`config.mk`:
```
export PLATFORM = sky130hd
export DESIGN_NAME = zone_time_formatter
export DESIGN_NICKNAME = d
export VERILOG_FILES = /design/src/rtl/zone_time_formatter.sv
export SDC_FILE = /design/constraint.sdc
export NUM_CORES = 1
export LEC_CHECK = 0
export BUFFER_PORTS_ARGS = -buffer_cell sky130_fd_sc_hd__buf_2
export CELL_PAD_IN_SITES_DETAIL_PLACEMENT = 1
export CELL_PAD_IN_SITES_GLOBAL_PLACEMENT = 1
export CORE_UTILIZATION = 46
export DETAILED_ROUTE_END_ITERATION = 7
export PLACE_DENSITY = 0.89
export SYNTH_ARGS = -nofsm -noshare
export SYNTH_HDL_FRONTEND = slang
export SYNTH_SLANG_ARGS = --single-unit
```
`constraint.sdc`:
```
create_clock -name clk -period 11.25 [get_ports clk]
set_clock_uncertainty 0.05 [all_clocks]
set_input_delay 0.5625 -clock clk [delete_from_list [all_inputs] [get_ports clk]]
set_output_delay 0.5625 -clock clk [all_outputs]
set_load 0.005 [all_outputs]
```
`src/rtl/zone_time_formatter.sv`:
```
// Multi-zone local-time engine: latches a reference time and NUM_ZONES signed minute
// offsets on start, then emits one zone's display-format local time per clock.
module zone_time_formatter #(
  parameter int NUM_ZONES   = 4,
  parameter int OFS_W       = 12,
  parameter bit MIDNIGHT_12 = 1'b1,
  localparam int ZW         = (NUM_ZONES > 1) ? $clog2(NUM_ZONES) : 1
) (
  input  logic                       clk,
  input  logic                       rst_n,
  input  logic                       start,
  input  logic [4:0]                 hour24,
  input  logic [5:0]                 minute,
  input  logic                       mode_12h,
  input  logic [NUM_ZONES*OFS_W-1:0] zone_ofs,
  output logic                       busy,
  output logic                       out_valid,
  output logic [ZW-1:0]              out_zone,
  output logic [4:0]                 out_hour,
  output logic [5:0]                 out_min,
  output logic                       out_pm,
  output logic [1:0]                 out_day,
  output logic                       done,
  output logic                       err
);

  typedef enum logic [0:0] {IDLE = 1'b0, CALC = 1'b1} state_t;

  localparam logic signed [OFS_W-1:0] OFS_MAX = OFS_W'(1439);
  localparam logic signed [OFS_W-1:0] OFS_MIN = -OFS_MAX;

  state_t                  state_q, state_d;
  logic [ZW-1:0]           idx_q, idx_d;
  logic [4:0]              hour_q;
  logic [5:0]              min_q;
  logic                    mode_q;
  logic signed [OFS_W-1:0] ofs_q [NUM_ZONES];
  logic                    accept_s, valid_d, done_d, err_d;

  logic signed [OFS_W-1:0] ofs_sel_s;
  logic signed [OFS_W:0]   ofs_x_s;
  logic signed [12:0]      ofs_c_s, t_s;
  logic [12:0]             base_s, t_adj_s;
  logic [1:0]              day_s;
  logic [4:0]              h_s, hour_disp_s;
  logic [5:0]              m_s;
  logic                    pm_s;

  // Next-state and control pulses for the IDLE/CALC scan.
  always_comb begin
    state_d  = state_q;
    idx_d    = idx_q;
    accept_s = 1'b0;
    valid_d  = 1'b0;
    done_d   = 1'b0;
    err_d    = 1'b0;
    case (state_q)
      IDLE: begin
        if (start) begin
          if ((hour24 <= 5'd23) && (minute <= 6'd59)) begin
            accept_s = 1'b1;
            state_d  = CALC;
            idx_d    = '0;
          end else begin
            err_d = 1'b1;
          end
        end else begin
          state_d = IDLE;
        end
      end
      CALC: begin
        valid_d = 1'b1;
        if (idx_q == ZW'(NUM_ZONES - 1)) begin
          done_d  = 1'b1;
          state_d = IDLE;
          idx_d   = '0;
        end else begin
          idx_d = idx_q + ZW'(1);
        end
      end
      default: begin
        state_d = IDLE;
        idx_d   = '0;
      end
    endcase
  end

  // Local time of the zone currently indexed: clamp, wrap into one day, split and format.
  always_comb begin
    ofs_sel_s = ofs_q[idx_q];
    ofs_x_s   = {ofs_sel_s[OFS_W-1], ofs_sel_s};
    if (ofs_sel_s > OFS_MAX) begin
      ofs_c_s = 13'sd1439;
    end else if (ofs_sel_s < OFS_MIN) begin
      ofs_c_s = -13'sd1439;
    end else begin
      ofs_c_s = ofs_x_s[12:0];
    end
    base_s = 13'(hour_q) * 13'd60 + 13'(min_q);
    t_s    = $signed(base_s) + ofs_c_s;
    if (t_s < 13'sd0) begin
      t_adj_s = $unsigned(t_s + 13'sd1440);
      day_s   = 2'b11;
    end else if (t_s >= 13'sd1440) begin
      t_adj_s = $unsigned(t_s - 13'sd1440);
      day_s   = 2'b01;
    end else begin
      t_adj_s = $unsigned(t_s);
      day_s   = 2'b00;
    end
    h_s = 5'(t_adj_s / 13'd60);
    m_s = 6'(t_adj_s % 13'd60);
    if (!mode_q) begin
      hour_disp_s = h_s;
      pm_s        = 1'b0;
    end else if (h_s == 5'd0) begin
      hour_disp_s = MIDNIGHT_12 ? 5'd12 : 5'd0;
      pm_s        = 1'b0;
    end else if (h_s < 5'd12) begin
      hour_disp_s = h_s;
      pm_s        = 1'b0;
    end else if (h_s == 5'd12) begin
      hour_disp_s = 5'd12;
      pm_s        = 1'b1;
    end else begin
      hour_disp_s = h_s - 5'd12;
      pm_s        = 1'b1;
    end
  end

  // State, request latches and registered results.
  always_ff @(posedge clk or negedge rst_n) begin
    if (!rst_n) begin
      state_q   <= IDLE;
      idx_q     <= '0;
      hour_q    <= 5'd0;
      min_q     <= 6'd0;
      mode_q    <= 1'b0;
      for (int k = 0; k < NUM_ZONES; k++) ofs_q[k] <= '0;
      out_valid <= 1'b0;
      out_zone  <= '0;
      out_hour  <= 5'd0;
      out_min   <= 6'd0;
      out_pm    <= 1'b0;
      out_day   <= 2'b00;
      done      <= 1'b0;
      err       <= 1'b0;
    end else begin
      state_q   <= state_d;
      idx_q     <= idx_d;
      out_valid <= valid_d;
      done      <= done_d;
      err       <= err_d;
      if (accept_s) begin
        hour_q <= hour24;
        min_q  <= minute;
        mode_q <= mode_12h;
        for (int k = 0; k < NUM_ZONES; k++) ofs_q[k] <= zone_ofs[k*OFS_W +: OFS_W];
      end
      if (state_q == CALC) begin
        out_zone <= idx_q;
        out_hour <= hour_disp_s;
        out_min  <= m_s;
        out_pm   <= pm_s;
        out_day  <= day_s;
      end
    end
  end

  assign busy = (state_q != IDLE);

endmodule
```
==> results of run 1 <==
worst max-delay path by stage:
stage	to	depth (start not counted)	start	slack, ns
floorplan	out_min[5]	33	hour_q[0]	2.62
detailed placement	out_min[5]	27	idx_q[0]	1.10
global placement	out_min[5]	27	idx_q[0]	1.43
global route	out_min[3]	29	idx_q[0]	0.11
finish	out_min[3]	29	idx_q[0]	0.64
CTS	out_min[2]	29	idx_q[0]	0.63
cell usage in the layout (no fill, tap or decap), drive strengths merged, types with 18 or more instances in the layout:
master  synthesis  final
nand2          43     43
dfrtp          82     82
inv            41     41
nor2           38     38
buf            15     83
mux2           67     67
o21ai          26     26
nand3          18     18
a21oi          36     36
ha             34     34
kinds of logic after synthesis:
| family | count (synthesis) | share of synthesized area |
|---|---|---|
| xor+xnor | 25 | 0.0354 |
| compound gates | 177 | 0.204 |
| simple gates | 188 | 0.149 |
| buf+inv | 68 | 0.0452 |
| mux | 85 | 0.165 |
| flops | 82 | 0.310 |
| fa+ha+maj | 43 | 0.0915 |
metrics by stage:
step | hold slack (ns) | instances | utilization | instance area [um^2]
final | 0.351 | 922 | 0.535 | 7450
after CTS | 0.382 | 921 | 0.533 | 7430
after detailed placement | 0.433 | 905 | 0.511 | 7120
after global routing | 0.409 | 922 | 0.535 | 7450
after global placement | 0.422 | 905 | 0.511 | 7120
after floorplan | 0.217 | 668 | - | 6620
routing by layer:
layer / up-vias / wire, um
met4: 0 / 1480
met3: 129 / 1540
met2: 343 / 12000
met1: 3113 / 9540
met5: - / 0
li1: 2645 / -
sequential cells by signal, summed over array words and instances (netlist names):
register   cells
ofs_q         48
min_q          6
out_min        6
hour_q         5
out_hour       5
idx_q          2
out_day        2
out_zone       2
busy           1
done           1
err            1
mode_q         1
out_pm         1
out_valid      1
area by class of cell:
class                           instances  area, um^2
Sequential cell                        82        2050
Clock buffer                           13         260
Tap cell                              180         225
Multi-Input combinational cell        518        4290
Clock inverter                          3        47.5
Inverter                               42         158
Timing Repair Buffer                   83         420
Fill cell                            1533        6480
Antenna cell                            1        2.50
worst max-delay path, delay by kind of cell (launching register included):
kind            cells  cell delay (ns)
compound gates     16             5.26
xor+xnor            1             0.46
fa+ha+maj           3             1.01
buf+inv             2             0.32
flops               1             0.70
mux                 3             1.28
simple gates        4             1.41
==> results_dict.tcl, run 1 <==
set metrics [dict create \
    core_um2 13900 \
    crit_path_start_kind "register" \
    cts-buffers-inserted 9 \
    cp_common_cell "o21ai_0" \
    rsz0062_at_grt "no" \
    grtUsageMet2 0.555 \
    ys_async_sr_fraction 1.00 \
    place_congestion 0.908 \
    grt_antenna_before_repair 1 \
    row_count 43 \
    grt_max_degree 83 \
    grt_pass1_vias 6622 \
    yosysSeqAreaShare 0.310 \
    routed_wirelength_um 24600 \
    met1_usage 0.393 \
    synthDistinctLibCells 83 \
    cts.clk_slew.worst_paths_ns 0.07 \
    vias 6230 \
    avgRoutedWirePerCell_um 26.6 \
    drtAntennaViolNets 0 \
    drv_cap 0 \
    r2r_setup_slack_ns 0.64 \
    detail_route.iter0.violations 650 \
    period_share 0.943 \
    slew_headroom 0.283 \
    cts_setup_buffers 0 \
    pre_cts_ws_ns 1.10 \
    synth_most_common_cell "dfrtp_1" \
    grt_pass1_wl_um 36800 \
    synthesis.area_um2 6620 \
    yosysTopAreaCell "dfrtp_1" \
    synth_area_leaders "dfrtp_1 31%, mux2_2 11%, ha_1 6.4%" \
    fin_crit_ns 10.61 \
    die_h_um 122 \
    drv_slew 0 \
    vias_per_cell 6.76 \
    syn2layout_area_growth_pct 12.7 \
    worstReg2RegStart "idx_q[0]" \
    fmax_mhz 94.3 \
    hold_violations 0 \
    track_usage 0.325 \
    grt_overflow 0 \
    hold_buffers 0 \
    ios 83 \
    synth_ff_type "dfrtp_1" \
    synth-edff-count 0 \
    ys.warnings.count 0 \
    die-area_um2 14900 \
    yosysTopAreaCellShare 0.310 \
    grt.busiest_layer "met2" \
    cts.sinks 82 \
    htree_levels 3 \
    crit_slowest_cell "dfrtp_2" \
    avgSynthCellArea_um2 9.90 \
    status "finished, final reports clean" \
    worst_slack_ns 0.643 \
    slowest_delay_ns 0.70 \
    r2r_cells 29 \
    initial_core_util 0.475 \
    synth_common_cells "82 x dfrtp_1, 66 x mux2_2, 43 x nand2_1, 40 x inv_1, 38 x nor2_1" \
    cp_max_fo 16 \
    setup_tns_ns 0 \
    hpwl_um 15500 \
    critPathArrivalTime_ns 10.82 \
    reg2reg_to "out_min[3]" \
    synth-seq-cells 82 \
    clockRootBuffer "clkbuf_16" \
    tritoncts "built" \
    cts_max_path_buffers 2 \
    setup_viol 0 \
    met3_usage 0.0576 \
    die_x_um 122 \
    clkLatencyLatePin_ns 0.35 \
    criticalPathCategory "register to register" \
    dr.pass1.iters 5 \
    port_buffers 82 \
    endpoint_kind "register" \
    nets 842 \
    synth_cells 668 \
    cp_data_required_time_ns 11.46 \
    syn-num-nets 774 \
    drive_gt1_frac 0.277 \
    tightest_slew_ns 1.08 \
    cts_resized 0 \
    drc 0 \
    hold_class "primary input to async pin" \
]
Power of run 1 is not shown: default switching activity piles up to over one toggle a cycle in this logic, so the estimate is an artifact.
==> inputs of run 2 (changes only) <==
- CORE_UTILIZATION: 46 -> 50
- PLACE_DENSITY: 0.89 -> 0.95
- clock period: 11.25 -> 12.4 ns (I/O delays scaled with it)
==> run 2 against run 1 <==
  * Final area shrank 0.10%
  * Critical endpoint is now out_min[2]
  * Highest routed layer unchanged
  * Count of clock-buffer cells in the layout fell by 3
  * First-iteration DRC count grew 5.2%
  * Non-clock buffer count stayed put
  * Die area decreased by 7.9%
  * Sequential share of layout area barely moved
  * Maximum frequency decreased by 4.4%
  * Via count grew 4.4%
  * Cell count decreased by 1.1%
==> results_dict.tcl, run 2 (synthesis results as in run 1) <==
set metrics [dict create \
    clockRootBuffer "clkbuf_16" \
    vias 6504 \
    dr.pass1.iters 5 \
    n_antenna_cell 0 \
    cts_max_path_buffers 2 \
    cts_resized 0 \
    core_um2 12800 \
    ios 83 \
    place_congestion 0.856 \
    grt_overflow 0 \
    postLayoutCoreUtil 0.583 \
    criticalPathCategory "register to register" \
    drv_slew 0 \
    syn2layout_area_growth_pct 12.6 \
    hold_slack_ns 0.398 \
    largest_reg_flops 48 \
    detail_route.iter0.violations 684 \
    routed_wirelength_um 25800 \
    grt_pass1_wl_um 40200 \
    cts.sinks 82 \
    htree_levels 3 \
    die-area_um2 13700 \
    reg2reg_to "out_min[2]" \
    grt_max_degree 83 \
    period_share 0.895 \
    grt_antenna_before_repair 0 \
    r2r_cells 31 \
    rsz0062_at_grt "no" \
    slowest_delay_ns 0.98 \
    crit_path_start_kind "register" \
    top_register "ofs_q" \
    cts_setup_buffers 0 \
    final_cell_mix "82 x dfrtp_1, 81 x buf_2, 66 x mux2_2" \
    die_x_um 117 \
    setup_tns_ns 0 \
    die_h_um 117 \
    endpoint_kind "register" \
    tritoncts "built" \
    r2r_setup_slack_ns 1.31 \
    layout_commonest_cell "dfrtp_1" \
    hpwl_um 16500 \
    status "finished, final reports clean" \
    grt_pass1_vias 6734 \
    drc 0 \
    top_regs "ofs_q: 48 flops, min_q: 6 flops, out_min: 6 flops" \
    drtAntennaViolNets 0 \
    drive_gt1_frac 0.276 \
    cts-buffers-inserted 9 \
    worstReg2RegStart "idx_q[0]" \
    clkLatencyLatePin_ns 0.35 \
    vias_per_cell 7.13 \
    avgRoutedWirePerCell_um 28.2 \
    setup_viol 0 \
    nets 842 \
    hold_class "primary input to async pin" \
    fin_crit_ns 11.09 \
    track_usage 0.399 \
    fmax_mhz 90.1 \
    cp_max_fo 16 \
    hold_violations 0 \
    critPathArrivalTime_ns 11.28 \
    initial_core_util 0.518 \
    slew_headroom 0.287 \
    hold_buffers 0 \
    tightest_slew_ns 1.07 \
    cts.clk_slew.worst_paths_ns 0.07 \
    port_buffers 82 \
    row_count 41 \
    cp_data_required_time_ns 12.58 \
    crit_slowest_cell "dfrtp_1" \
    drv_cap 0 \
]
## run 2: final cells by class
class / instances / area (um^2)
sequential: 82 / 2050
inverter: 42 / 158
tap: 172 / 215
clock buffer: 10 / 229
multi-input combinational: 518 / 4270
fill: 1393 / 5330
timing repair buffer: 83 / 420
clock inverter: 5 / 104
## run 2: how the worst max path moves through the flow
| stage | startpoint | to | slack (ns) |
|---|---|---|---|
| floorplan | hour_q[0] | out_min[5] | 3.77 |
| global placement | idx_q[0] | out_min[5] | 2.68 |
| detailed placement | idx_q[0] | out_min[5] | 2.21 |
| CTS | idx_q[0] | out_min[2] | 1.70 |
| global route | idx_q[0] | out_min[2] | 0.72 |
| finish | idx_q[0] | out_min[2] | 1.31 |
## run 2: through the flow
step | std cells | worst slack, ns | area (um^2)
2_1_floorplan | 668 | 3.77 | 6620
3_3_place_gp | 897 | 2.68 | 7110
3_5_place_dp | 897 | 2.21 | 7110
4_1_cts | 912 | 1.70 | 7450
5_1_grt | 912 | 0.718 | 7450
6_report | 912 | 1.31 | 7450
## run 2: routing by layer
layer,track usage,vias to the layer above,routed length (um)
met1,0.476,3217,9410
met3,0.106,165,2380
met2,0.649,480,12200
met5,0,-,0
met4,0.244,0,1730
li1,-,2642,-
## run 2: worst max-delay path: cells and delay by family, from the launching register on
kind | cells | cell delay [ns]
and+or+nand+nor | 6 | 1.63
AOI/OAI and AO/OA | 14 | 4.64
buffers and inverters | 3 | 0.56
adders and majority gates | 3 | 1.15
muxes | 4 | 1.47
DFF | 1 | 0.98
xor gates and xnor gates | 1 | 0.50
Power of run 2 is left out for the same reason.
